File: src/rtl/prefetch_fetch_if.sv
// Fetch unit bundle: redirect input, instruction-memory request/response, decode-side output.
interface prefetch_fetch_if #(
    parameter int unsigned ADDR_W = 64,
    parameter int unsigned INST_W = 32
);
    logic              redirect_valid;
    logic [ADDR_W-1:0] redirect_pc;
    logic              imem_req_valid;
    logic              imem_req_ready;
    logic [ADDR_W-1:0] imem_req_addr;
    logic              imem_resp_valid;
    logic [INST_W-1:0] imem_resp_data;
    logic              out_valid;
    logic              out_ready;
    logic [INST_W-1:0] out_inst;
    logic [ADDR_W-1:0] out_pc;

    modport master (
        input  redirect_valid, redirect_pc,
        output imem_req_valid, imem_req_addr,
        input  imem_req_ready,
        input  imem_resp_valid, imem_resp_data,
        output out_valid, out_inst, out_pc,
        input  out_ready
    );

    modport slave (
        output redirect_valid, redirect_pc,
        input  imem_req_valid, imem_req_addr,
        output imem_req_ready,
        output imem_resp_valid, imem_resp_data,
        input  out_valid, out_inst, out_pc,
        output out_ready
    );
endinterface

File: src/rtl/prefetch_fetch_unit.sv
// Sequential instruction prefetcher: credit-limited requests, in-order response tagging,
// prefetch FIFO towards decode, and redirect flush with in-flight response dropping.
module prefetch_fetch_unit #(
    parameter int unsigned       ADDR_W    = 64,
    parameter int unsigned       INST_W    = 32,
    parameter int unsigned       BUF_DEPTH = 4,
    parameter logic [ADDR_W-1:0] RESET_PC  = '0
) (
    input logic              clk,
    input logic              reset,
    prefetch_fetch_if.master bus
);
    localparam int unsigned STEP  = INST_W / 8;
    localparam int unsigned PTR_W = $clog2(BUF_DEPTH);
    localparam int unsigned CNT_W = PTR_W + 1;

    logic [ADDR_W-1:0] pc;
    logic [INST_W-1:0] fifo_inst [BUF_DEPTH];
    logic [ADDR_W-1:0] fifo_pc   [BUF_DEPTH];
    logic [ADDR_W-1:0] tag_q     [BUF_DEPTH];
    logic [PTR_W-1:0]  rd_ptr, wr_ptr, tag_rd, tag_wr;
    logic [CNT_W-1:0]  count, inflight, drop_cnt;

    logic              credit_ok, req_valid_c, req_fire, resp, push, pop;
    logic [ADDR_W-1:0] aligned_pc;

    // Credit covers both FIFO occupancy and every outstanding request, dropped ones included.
    always_comb begin
        credit_ok   = ((CNT_W+1)'(inflight) + (CNT_W+1)'(count)) < (CNT_W+1)'(BUF_DEPTH);
        req_valid_c = !reset && !bus.redirect_valid && credit_ok;
        req_fire    = req_valid_c && bus.imem_req_ready;
        resp        = bus.imem_resp_valid;
        push        = resp && !bus.redirect_valid && (drop_cnt == '0);
        pop         = (count != '0) && bus.out_ready;
        aligned_pc  = bus.redirect_pc & ~ADDR_W'(STEP - 1);
    end

    assign bus.imem_req_valid = req_valid_c;
    assign bus.imem_req_addr  = pc;
    assign bus.out_valid      = (count != '0);
    assign bus.out_inst       = fifo_inst[rd_ptr];
    assign bus.out_pc         = fifo_pc[rd_ptr];

    always_ff @(posedge clk or posedge reset) begin
        if (reset) begin
            pc       <= RESET_PC;
            rd_ptr   <= '0;
            wr_ptr   <= '0;
            tag_rd   <= '0;
            tag_wr   <= '0;
            count    <= '0;
            inflight <= '0;
            drop_cnt <= '0;
        end else begin
            inflight <= inflight + CNT_W'(req_fire) - CNT_W'(resp);
            // Tag queue tracks every response, so it stays aligned across redirects.
            if (resp)     tag_rd <= tag_rd + PTR_W'(1);
            if (req_fire) tag_wr <= tag_wr + PTR_W'(1);
            if (bus.redirect_valid) begin
                pc       <= aligned_pc;
                rd_ptr   <= '0;
                wr_ptr   <= '0;
                count    <= '0;
                drop_cnt <= inflight - CNT_W'(resp);
            end else begin
                if (req_fire)                  pc       <= pc + ADDR_W'(STEP);
                if (resp && drop_cnt != '0)    drop_cnt <= drop_cnt - CNT_W'(1);
                if (push)                      wr_ptr   <= wr_ptr + PTR_W'(1);
                if (pop)                       rd_ptr   <= rd_ptr + PTR_W'(1);
                count <= count + CNT_W'(push) - CNT_W'(pop);
            end
        end
    end

    // Storage arrays carry no reset; validity comes from the pointers and counters.
    always_ff @(posedge clk) begin
        if (req_fire) tag_q[tag_wr] <= pc;
        if (push) begin
            fifo_inst[wr_ptr] <= bus.imem_resp_data;
            fifo_pc[wr_ptr]   <= tag_q[tag_rd];
        end
    end
endmodule

File: src/flat_wrapper.sv
// flat-port wrapper written by rule: the top's interface ports become plain ports
module prefetch_fetch_unit_flat 
#(
    parameter int unsigned       ADDR_W    = 64,
    parameter int unsigned       INST_W    = 32,
    parameter int unsigned       BUF_DEPTH = 4,
    parameter logic [ADDR_W-1:0] RESET_PC  = '0
)
  (clk, reset, bus_redirect_valid, bus_redirect_pc, bus_imem_req_valid, bus_imem_req_addr, bus_imem_req_ready, bus_imem_resp_valid, bus_imem_resp_data, bus_out_valid, bus_out_inst, bus_out_pc, bus_out_ready);
  prefetch_fetch_if #(.ADDR_W(ADDR_W), .INST_W(INST_W)) bus_i ();
  input logic clk;
  input logic reset;
  input wire logic [$bits(bus_i.redirect_valid)-1:0] bus_redirect_valid;
  input wire logic [$bits(bus_i.redirect_pc)-1:0] bus_redirect_pc;
  output wire logic [$bits(bus_i.imem_req_valid)-1:0] bus_imem_req_valid;
  output wire logic [$bits(bus_i.imem_req_addr)-1:0] bus_imem_req_addr;
  input wire logic [$bits(bus_i.imem_req_ready)-1:0] bus_imem_req_ready;
  input wire logic [$bits(bus_i.imem_resp_valid)-1:0] bus_imem_resp_valid;
  input wire logic [$bits(bus_i.imem_resp_data)-1:0] bus_imem_resp_data;
  output wire logic [$bits(bus_i.out_valid)-1:0] bus_out_valid;
  output wire logic [$bits(bus_i.out_inst)-1:0] bus_out_inst;
  output wire logic [$bits(bus_i.out_pc)-1:0] bus_out_pc;
  input wire logic [$bits(bus_i.out_ready)-1:0] bus_out_ready;
  assign bus_i.redirect_valid = bus_redirect_valid;
  assign bus_i.redirect_pc = bus_redirect_pc;
  assign bus_imem_req_valid = bus_i.imem_req_valid;
  assign bus_imem_req_addr = bus_i.imem_req_addr;
  assign bus_i.imem_req_ready = bus_imem_req_ready;
  assign bus_i.imem_resp_valid = bus_imem_resp_valid;
  assign bus_i.imem_resp_data = bus_imem_resp_data;
  assign bus_out_valid = bus_i.out_valid;
  assign bus_out_inst = bus_i.out_inst;
  assign bus_out_pc = bus_i.out_pc;
  assign bus_i.out_ready = bus_out_ready;
  prefetch_fetch_unit #(.ADDR_W(ADDR_W), .INST_W(INST_W), .BUF_DEPTH(BUF_DEPTH), .RESET_PC(RESET_PC)) u_core (.clk(clk), .reset(reset), .bus(bus_i));
endmodule
File: config.mk
export PLATFORM = sky130hd
export DESIGN_NAME = prefetch_fetch_unit_flat
export DESIGN_NICKNAME = d
export VERILOG_FILES = /design/src/rtl/prefetch_fetch_if.sv /design/src/rtl/prefetch_fetch_unit.sv /design/src/flat_wrapper.sv
export SDC_FILE = /design/constraint.sdc
export NUM_CORES = 1
export LEC_CHECK = 0
export CELL_PAD_IN_SITES_DETAIL_PLACEMENT = 1
export CELL_PAD_IN_SITES_GLOBAL_PLACEMENT = 1
export CORE_MARGIN = 2
export CORE_UTILIZATION = 35
export DETAILED_ROUTE_END_ITERATION = 7
export PLACE_DENSITY = 0.66
export SYNTH_ARGS = -nofsm -noshare
export SYNTH_HDL_FRONTEND = slang
export SYNTH_SLANG_ARGS = --single-unit
File: constraint.sdc
create_clock -name clk -period 8.95 [get_ports clk]
set_input_delay 1.79 -clock clk [delete_from_list [all_inputs] [get_ports clk]]
set_output_delay 1.79 -clock clk [all_outputs]
set_load 0.05 [all_outputs]
# Word-level counts from Yosys, hierarchy flattened
# Memories as Yosys holds them, arrays and structs flattened.
# Index checks and enable logic that the tools add are counted.
[totals]
ramBits = 640
ff_bits = 81
out_inout_bits = 162
input_bits = 102
mem_bits_ro = 0
n_memories = 3
latch_bits = 0
[mem_list]
columns = ["name", "depth", "width", "read_ports", "rd_clocked_by_memory_dff", "wr", "line_no", "source"]
rows = [
  ["u_core.fifo_pc", 4, 64, 1, 0, 1, "prefetch_fetch_unit.sv:19", "logic [ADDR_W-1:0] fifo_pc [BUF_DEPTH];"],
  ["u_core.tag_q", 4, 64, 1, 0, 1, "prefetch_fetch_unit.sv:20", "logic [ADDR_W-1:0] tag_q [BUF_DEPTH];"],
  ["u_core.fifo_inst", 4, 32, 1, 0, 1, "prefetch_fetch_unit.sv:18", "logic [INST_W-1:0] fifo_inst [BUF_DEPTH];"],
]
[op_classes]
add_sub_neg = 12
n_reduce_logical = 16
n_mux = 13
multipliers = 0
bitwise = 0
n_shift = 0
n_eq_ne = 0
div_mod_pow = 0
n_lt_le_gt_ge = 1
[ops]
columns = ["operator", "n"]
rows = [
  ["$mux 64", 2],
  ["$add 64x3->64 const B", 1],
  ["$mux 3", 3],
  ["$sub 3x1->3", 3],
  ["$add 2x1->2 const B", 4],
  ["$mux 2", 4],
  ["$reduce_bool 2->1", 4],
  ["$logic_and 1x1->1", 7],
  ["$add 3x1->3", 2],
  ["$reduce_bool 3->1", 2],
  ["$add 3x3->4", 1],
  ["$lt 4x3->1 const B", 1],
  ["$mux 1", 4],
  ["$logic_not 3->1", 1],
  ["$sub 3x1->3 const B", 1],
  ["$logic_not 1->1", 2],
]

# Logic depth before layout (Yosys ltp)
# Gate-level depths: netlist (run 1).
[logic_depth]
ltp_word = 6
ltp_mapped = 10
depth_no_buf = 9

# Worst setup path after synthesis (run 1)
# No wires, ideal clock.
[synth_timing]
path_kind = "input-to-reg"
from = "input bus_redirect_valid"
to = "memory u_core.fifo_inst[0][0] (enable)"
arrival_time_ns = 4.561
path_stages = 4
required_ns = 8.487
n_path_buf = 2
setup_time_ns = 0.463
path_slack_ns = 3.926
cell_sequence = "clkbuf_1 clkbuf_1 nor2_1 and2_1"
[synth_between]
elab_chain_len = 5
[synth_lines]
columns = ["item", "line_no", "source"]
rows = [
  ["start, declared", "flat_wrapper.sv:13", "input wire logic [$bits(bus_i.redirect_valid)-1:0] bus_redirect_valid;"],
  ["$logic_not 1->1", "prefetch_fetch_unit.sv:33", "push = resp && !bus.redirect_valid && (drop_cnt == '0);"],
  ["$logic_and 1x1->1 (2 in a row)", "prefetch_fetch_unit.sv:33", ""],
  ["$mux 1", "prefetch_fetch_unit.sv:78", "if (push) begin"],
  ["$mux 1 (implied by the code)", "prefetch_fetch_unit.sv:79", "fifo_inst[wr_ptr] <= bus.imem_resp_data;"],
  ["end, declared", "prefetch_fetch_unit.sv:18", ""],
]
# No other way between the ends.

# Worst setup path after layout (run 1)
[layout_timing]
from = "register u_core.rd_ptr[1]"
to = "output bus_out_pc[18]"
[layout_between]
elab_chain_len = 1
[layout_lines]
columns = ["item", "line_no", "source"]
rows = [
  ["start, declared", "prefetch_fetch_unit.sv:21", "logic [PTR_W-1:0] rd_ptr, wr_ptr, tag_rd, tag_wr;"],
  ["start signal, assigned", "prefetch_fetch_unit.sv:69", "if (pop) rd_ptr <= rd_ptr + PTR_W'(1);"],
  ["$mem_v2 4x64", "--", ""],
  ["end, declared", "flat_wrapper.sv:22", "output wire logic [$bits(bus_i.out_pc)-1:0] bus_out_pc;"],
]
# No other way between the ends.

==> results of run 1 <==
==> per-stage QoR <==
step | power (mW) | utilization | area [µm²]
final | 9.935 | 0.4357 | 33750
after CTS | 10.07 | 0.4356 | 33750
after global placement | 6.800 | 0.4029 | 31210
after global routing | 10.32 | 0.4356 | 33750
after floorplan | 5.962 | - | 27420
after detailed placement | 6.877 | 0.4029 | 31210
==> worst max path at each step <==
stage / depth (start not counted) / end / slack [ns] / start
2_1_floorplan: 4 / u_core.fifo_inst[0][0] / 3.93 / bus_redirect_valid
3_3_place_gp: 5 / bus_imem_req_valid / 3.58 / bus_redirect_valid
3_5_place_dp: 5 / bus_imem_req_valid / 3.58 / bus_redirect_valid
4_1_cts: 3 / bus_out_pc[19] / 3.35 / u_core.rd_ptr[1]
5_1_grt: 3 / bus_out_pc[53] / 3.31 / u_core.rd_ptr[0]
6_report: 3 / bus_out_pc[18] / 3.48 / u_core.rd_ptr[1]
==> power breakdown <==
group / switching, mW / internal [mW]
registers: 0.302 / 3.97
logic: 1.50 / 0.983
clock network: 1.30 / 1.88
total: 3.10 / 6.84
==> layer usage <==
metal  part of all wire  global-route usage
met1               0.42              0.2393
met5            0.00048                   0
met4              0.021             0.04987
met3              0.071             0.04212
met2               0.49              0.3006
==> kinds of logic after synthesis <==
logic type	count (synthesis)	share of synthesized area
AO/OA/AOI/OAI	112	0.02817
other	1	0.0001368
flip-flops	703	0.7558
buffers and inverters	91	0.01365
XOR/XNOR	24	0.007670
multiplexers	162	0.1304
adder cells (fa/ha/maj)	21	0.01014
AND/OR/NAND/NOR	281	0.05396
==> placed cells by master, fill, tap and decap left out, types with 7 or more instances in the layout <==
master	n
nor3_1	11
nand3_1	42
clkbuf_1	10
mux4_2	156
clkbuf_16	78
o21ai_0	26
bufinv_16	8
a21oi_1	11
clkdlybuf4s50_1	256
or3_1	8
a31oi_1	7
ha_1	19
or4_1	13
buf_4	21
nand2_1	87
inv_1	22
a22oi_1	7
o211ai_1	27
edfxtp_1	624
nor4_1	10
clkinv_2	17
and2_1	8
clkinv_1	11
dfrtp_1	75
nor2_1	32
and3_1	7
nand4_1	35
xnor2_1	13
xor2_1	11
==> worst max-delay path: stages (launching register included) <==
cell and delay (ns):
dfrtp_4 1.12, buf_4 0.72, mux4_2 0.33, clkdlybuf4s50_1 0.87
==> sequential cells by signal, indices dropped and copies added (netlist names) <==
| signal | flops |
|---|---|
| u_core.fifo_pc | 248 |
| u_core.tag_q | 248 |
| u_core.fifo_inst | 128 |
| u_core.bus.imem_req_addr | 62 |
| u_core.count | 3 |
| u_core.drop_cnt | 3 |
| u_core.inflight | 3 |
| u_core.rd_ptr | 2 |
| u_core.tag_rd | 2 |
| u_core.tag_wr | 2 |
| u_core.wr_ptr | 2 |
==> cell type report <==
type	count	area, µm²	share of cell area
Multi-Input combinational cell	604	6344	0.1880
Timing Repair Buffer	279	2745	0.08133
Clock inverter	44	461.7	0.01368
Inverter	25	95.09	0.002817
Antenna cell	2	5.005	0.0001483
Clock buffer	94	2072	0.06139
Tap cell	1040	1301	0.03855
Sequential cell	703	20730	0.6141
==> results.py, run 1 <==
metrics = {
    "synth": {
        "synth_warnings": 0,
        "synth.most_common_cell": "edfxtp_1",
        "synth_area_um2": 27410,
        "syn_avg_cell_area_um2": 19.65,
        "synth_cell_types": 58,
        "async_flop_share": 0.1124,
        "synth-seq-cells": 703,
        "synthFlopType": "edfxtp_1",
        "synth_top_area_share": 0.6837,
        "synth_edf_count": 624,
        "ys_seq_area_frac": 0.7558,
        "ys_top_cells_by_area": "edfxtp_1, mux4_2, dfrtp_1",
        "synth_top_area_cell": "edfxtp_1",
        "postSynthCellCount": 1395,
        "ys_top_cells_by_count": "edfxtp_1, mux4_2, nand2_1",
    },
    "global_route": {
        "grt_max_degree": 65,
        "gr-usage-all-layers": 0.1812,
        "grt_pass1_wl_mm": 108.2,
        "grt_pass1_vias": 15970,
        "antenna_found_initial": 6,
        "grt_overflow_total": 0,
    },
    "cts": {
        "cts_setup_buffers": 0,
        "cts_buffers": 76,
        "cts_max_path_buffers": 3,
        "path_clk_slew_ns": 0.06,
        "cts_resized": 0,
        "htree_levels": 3,
        "cts_tree": "built",
        "cts_root_buffer": "clkbuf_16",
        "clock-sinks": 703,
        "clk_latency_ns": 0.62,
        "postCtsHoldBufs": 0,
    },
    "setup_path": {
        "end_kind": "output port",
        "path_class": "reg -> out",
        "reg2reg_depth": 7,
        "reg2reg_slack_ns": 5.27,
        "cp.required_ns": 7.16,
        "worstPathMaxFanout": 52,
        "setup.worst_path.start_class": "flop",
        "r2r-start": "u_core.inflight[2]",
        "r2r-end": "u_core.tag_q[3][57]",
        "critPathArrivalTime_ns": 3.68,
    },
    "layout": {
        "fillCellCount": 7386,
        "nets": 1812,
        "drive_gt1_frac": 0.1835,
        "area_delta_synth_final_pct": 23.15,
        "stdcell_count": 2791,
    },
    "placed_design": {
        "io_buffer_count": 257,
        "dp_hpwl_mm": 45.46,
        "place_ws_ns": 3.577,
        "dp.cells": 2651,
        "place_congestion": 0.7829,
    },
    "sta": {
        "fmax_mhz": 182.8,
        "fin_ws_ns": 3.480,
        "worstMarginPinSlew_ns": 1.193,
        "rsz0062_at_grt": "false",
        "setup_viol": 0,
        "max-slew-margin-rel": 0.2044,
        "min_period_over_period": 0.6112,
        "fin_worst_skew_ns": 0.02858,
        "tns_ns": 0,
        "layout_min_cycle_time_ns": 5.470,
        "slew_violations": 0,
        "hold-worst-slack_ns": 0.5438,
        "final_hold_viol_count": 0,
    },
    "power_and_ir_drop": {
        "ir_worst_vdd_uv": 141.7,
        "p_per_area_nw_per_um2": 294.4,
        "p_leak_nw": 10.88,
    },
    "floorplanning": {
        "die_w_um": 283.8,
        "row_count": 102,
        "num_io_pins": 264,
        "die_y_um": 283.8,
        "coreArea_um2": 77470,
        "initial_core_util": 0.3538,
        "die_area_um2": 80560,
    },
    "job": {
        "cap_violations": 0,
    },
    "drt": {
        "vias": 14800,
        "drt-total-wl_mm": 72.71,
        "wire_per_inst_um": 26.05,
        "post-route-drc-count": 0,
        "drtPass1Iterations": 5,
        "ant_nets": 0,
        "drt_iter0_markers": 1120,
        "vias_per_cell": 5.302,
    },
    "min_path": {
        "hold_start": "u_core.inflight[2]",
        "min_path_cells": 1,
        "min_path_type": "reg -> reg",
        "min_to": "u_core.inflight[2]",
    },
    "status": {
        "status": "finished clean",
    },
}
No activity file was read; power rests on OpenSTA's default activity.
==> inputs of run 2 (changes only) <==
==> constraint.sdc (replaced) <==
create_clock -name clk -period 5.2 [get_ports clk]
set_input_delay 1.04 -clock clk [delete_from_list [all_inputs] [get_ports clk]]
set_output_delay 1.04 -clock clk [all_outputs]
set_load 0.05 [all_outputs]
==> results.py, run 2 (same netlist as run 1, synthesis figures left out) <==
metrics = {
    "min_path": {
        "min_path_cells": 1,
        "min_path_type": "reg -> reg",
        "hold_start": "u_core.inflight[2]",
    },
    "setup_path": {
        "r2r-start": "u_core.bus.imem_req_addr[20]",
        "path_class": "reg -> out",
        "reg2reg_depth": 5,
        "cp.required_ns": 4.16,
        "critPathArrivalTime_ns": 3.15,
        "end_kind": "output port",
        "reg2reg_slack_ns": 2.08,
        "crit_start": "u_core.rd_ptr[1]",
        "setup.worst_path.start_class": "flop",
        "worstPathMaxFanout": 39,
    },
    "floorplanning": {
        "die_area_um2": 80560,
        "die_y_um": 283.8,
        "row_count": 102,
        "die_w_um": 283.8,
        "coreArea_um2": 77470,
        "num_io_pins": 264,
        "initial_core_util": 0.3538,
    },
    "cts": {
        "cts_max_path_buffers": 3,
        "path_clk_slew_ns": 0.06,
        "clk_latency_ns": 0.63,
        "cts_tree": "built",
        "cts_resized": 0,
        "cts_setup_buffers": 0,
        "htree_levels": 3,
        "clock-sinks": 703,
        "postCtsHoldBufs": 0,
        "cts_buffers": 77,
        "cts_root_buffer": "clkbuf_16",
    },
    "sta": {
        "worstMarginPinSlew_ns": 1.171,
        "final_hold_viol_count": 0,
        "fin_worst_skew_ns": 0.02586,
        "max-slew-margin-rel": 0.2193,
        "rsz0062_at_grt": "false",
        "layout_min_cycle_time_ns": 4.187,
        "fmax_mhz": 238.8,
        "slew_violations": 0,
        "setup_viol": 0,
        "hold-worst-slack_ns": 0.5297,
        "min_period_over_period": 0.8052,
        "fin_ws_ns": 1.013,
        "tns_ns": 0,
    },
    "layout": {
        "drive_gt1_frac": 0.1870,
        "layout_common_cells": "edfxtp_1, clkdlybuf4s50_1, mux4_2, nand2_1, clkbuf_16",
        "antenna_cells": 0,
        "area_delta_synth_final_pct": 23.89,
        "nets": 1831,
        "final_common_cell": "edfxtp_1",
        "fillCellCount": 7372,
        "reg_top3": "u_core.fifo_pc: 248 flops, u_core.tag_q: 248 flops, u_core.fifo_inst: 128 flops",
    },
    "drt": {
        "wire_per_inst_um": 25.58,
        "drtPass1Iterations": 5,
        "vias": 14760,
        "ant_nets": 0,
        "post-route-drc-count": 0,
        "vias_per_cell": 5.254,
        "drt_iter0_markers": 1236,
        "drt-total-wl_mm": 71.89,
    },
    "status": {
        "status": "finished clean",
    },
    "power_and_ir_drop": {
        "p_leak_nw": 10.96,
        "p_per_area_nw_per_um2": 502.4,
        "ir_worst_vdd_uv": 275.5,
    },
    "global_route": {
        "grt_overflow_total": 0,
        "grt_pass1_wl_mm": 106.8,
        "grt_pass1_vias": 15870,
        "antenna_found_initial": 3,
        "grt_max_degree": 70,
        "gr-usage-all-layers": 0.1798,
    },
    "placed_design": {
        "place_ws_ns": 1.335,
        "place_congestion": 0.7961,
        "dp_hpwl_mm": 46.45,
        "io_buffer_count": 257,
    },
    "job": {
        "cap_violations": 0,
    },
}
run 2: cell count changes in the layout (fill, tap and decap cells not counted), sizes merged:
cell	delta
buf	+18
bufinv	-1
clkbuf	+3
clkinv	-1
clkinvlp	+1
diode	-2
inv	+1
run 2: final cells by class:
class                           count  area (µm²)  share of cell area
Tap cell                         1040        1301             0.03832
Sequential cell                   703       20730              0.6105
Inverter                           25       95.09            0.002801
Clock buffer                       97        2043             0.06018
Clock inverter                     44       462.9             0.01363
Multi-Input combinational cell    604        6344              0.1868
Timing Repair Buffer              297        2980             0.08778
run 2: worst max-delay path, cell delays in order (launching register included):
cell             delay, ns
dfrtp_4               0.90
buf_4                 0.48
mux4_2                0.38
clkdlybuf4s50_1       0.72
run 2: path summary, 6_finish.rpt:
check / end
max: bus_out_inst[25]
min reg2reg: u_core.inflight[2]
min: u_core.inflight[2]
max in group asynchronous: u_core.drop_cnt[2]
min in group asynchronous: u_core.count[2]
max reg2reg: u_core.bus.imem_req_addr[63]
run 2: routing by layer:
| metal | up-vias | global-route usage | share of wire |
|---|---|---|---|
| met3 | 106 | 0.04212 | 0.066 |
| met4 | 4 | 0.05384 | 0.023 |
| li1 | 6359 | - | - |
| met5 | - | 0 | 0.00033 |
| met1 | 7829 | 0.2394 | 0.42 |
| met2 | 466 | 0.2936 | 0.49 |
run 2: through the flow:
step,cells,utilization,area (µm²),total power [mW]
floorplan,1398,-,27420,10.26
global placement,2669,0.4060,31450,11.76
detailed placement,2669,0.4060,31450,11.89
CTS,2810,0.4383,33950,17.33
global route,2810,0.4383,33950,17.76
finish,2810,0.4383,33950,17.06
run 2: report_power, final:
group          internal [mW]  total [mW]  switching [mW]
combinational           1.73        4.31            2.58
sequential              6.83        7.37           0.533
clock                   3.16        5.38            2.22
total                   11.7        17.1            5.33
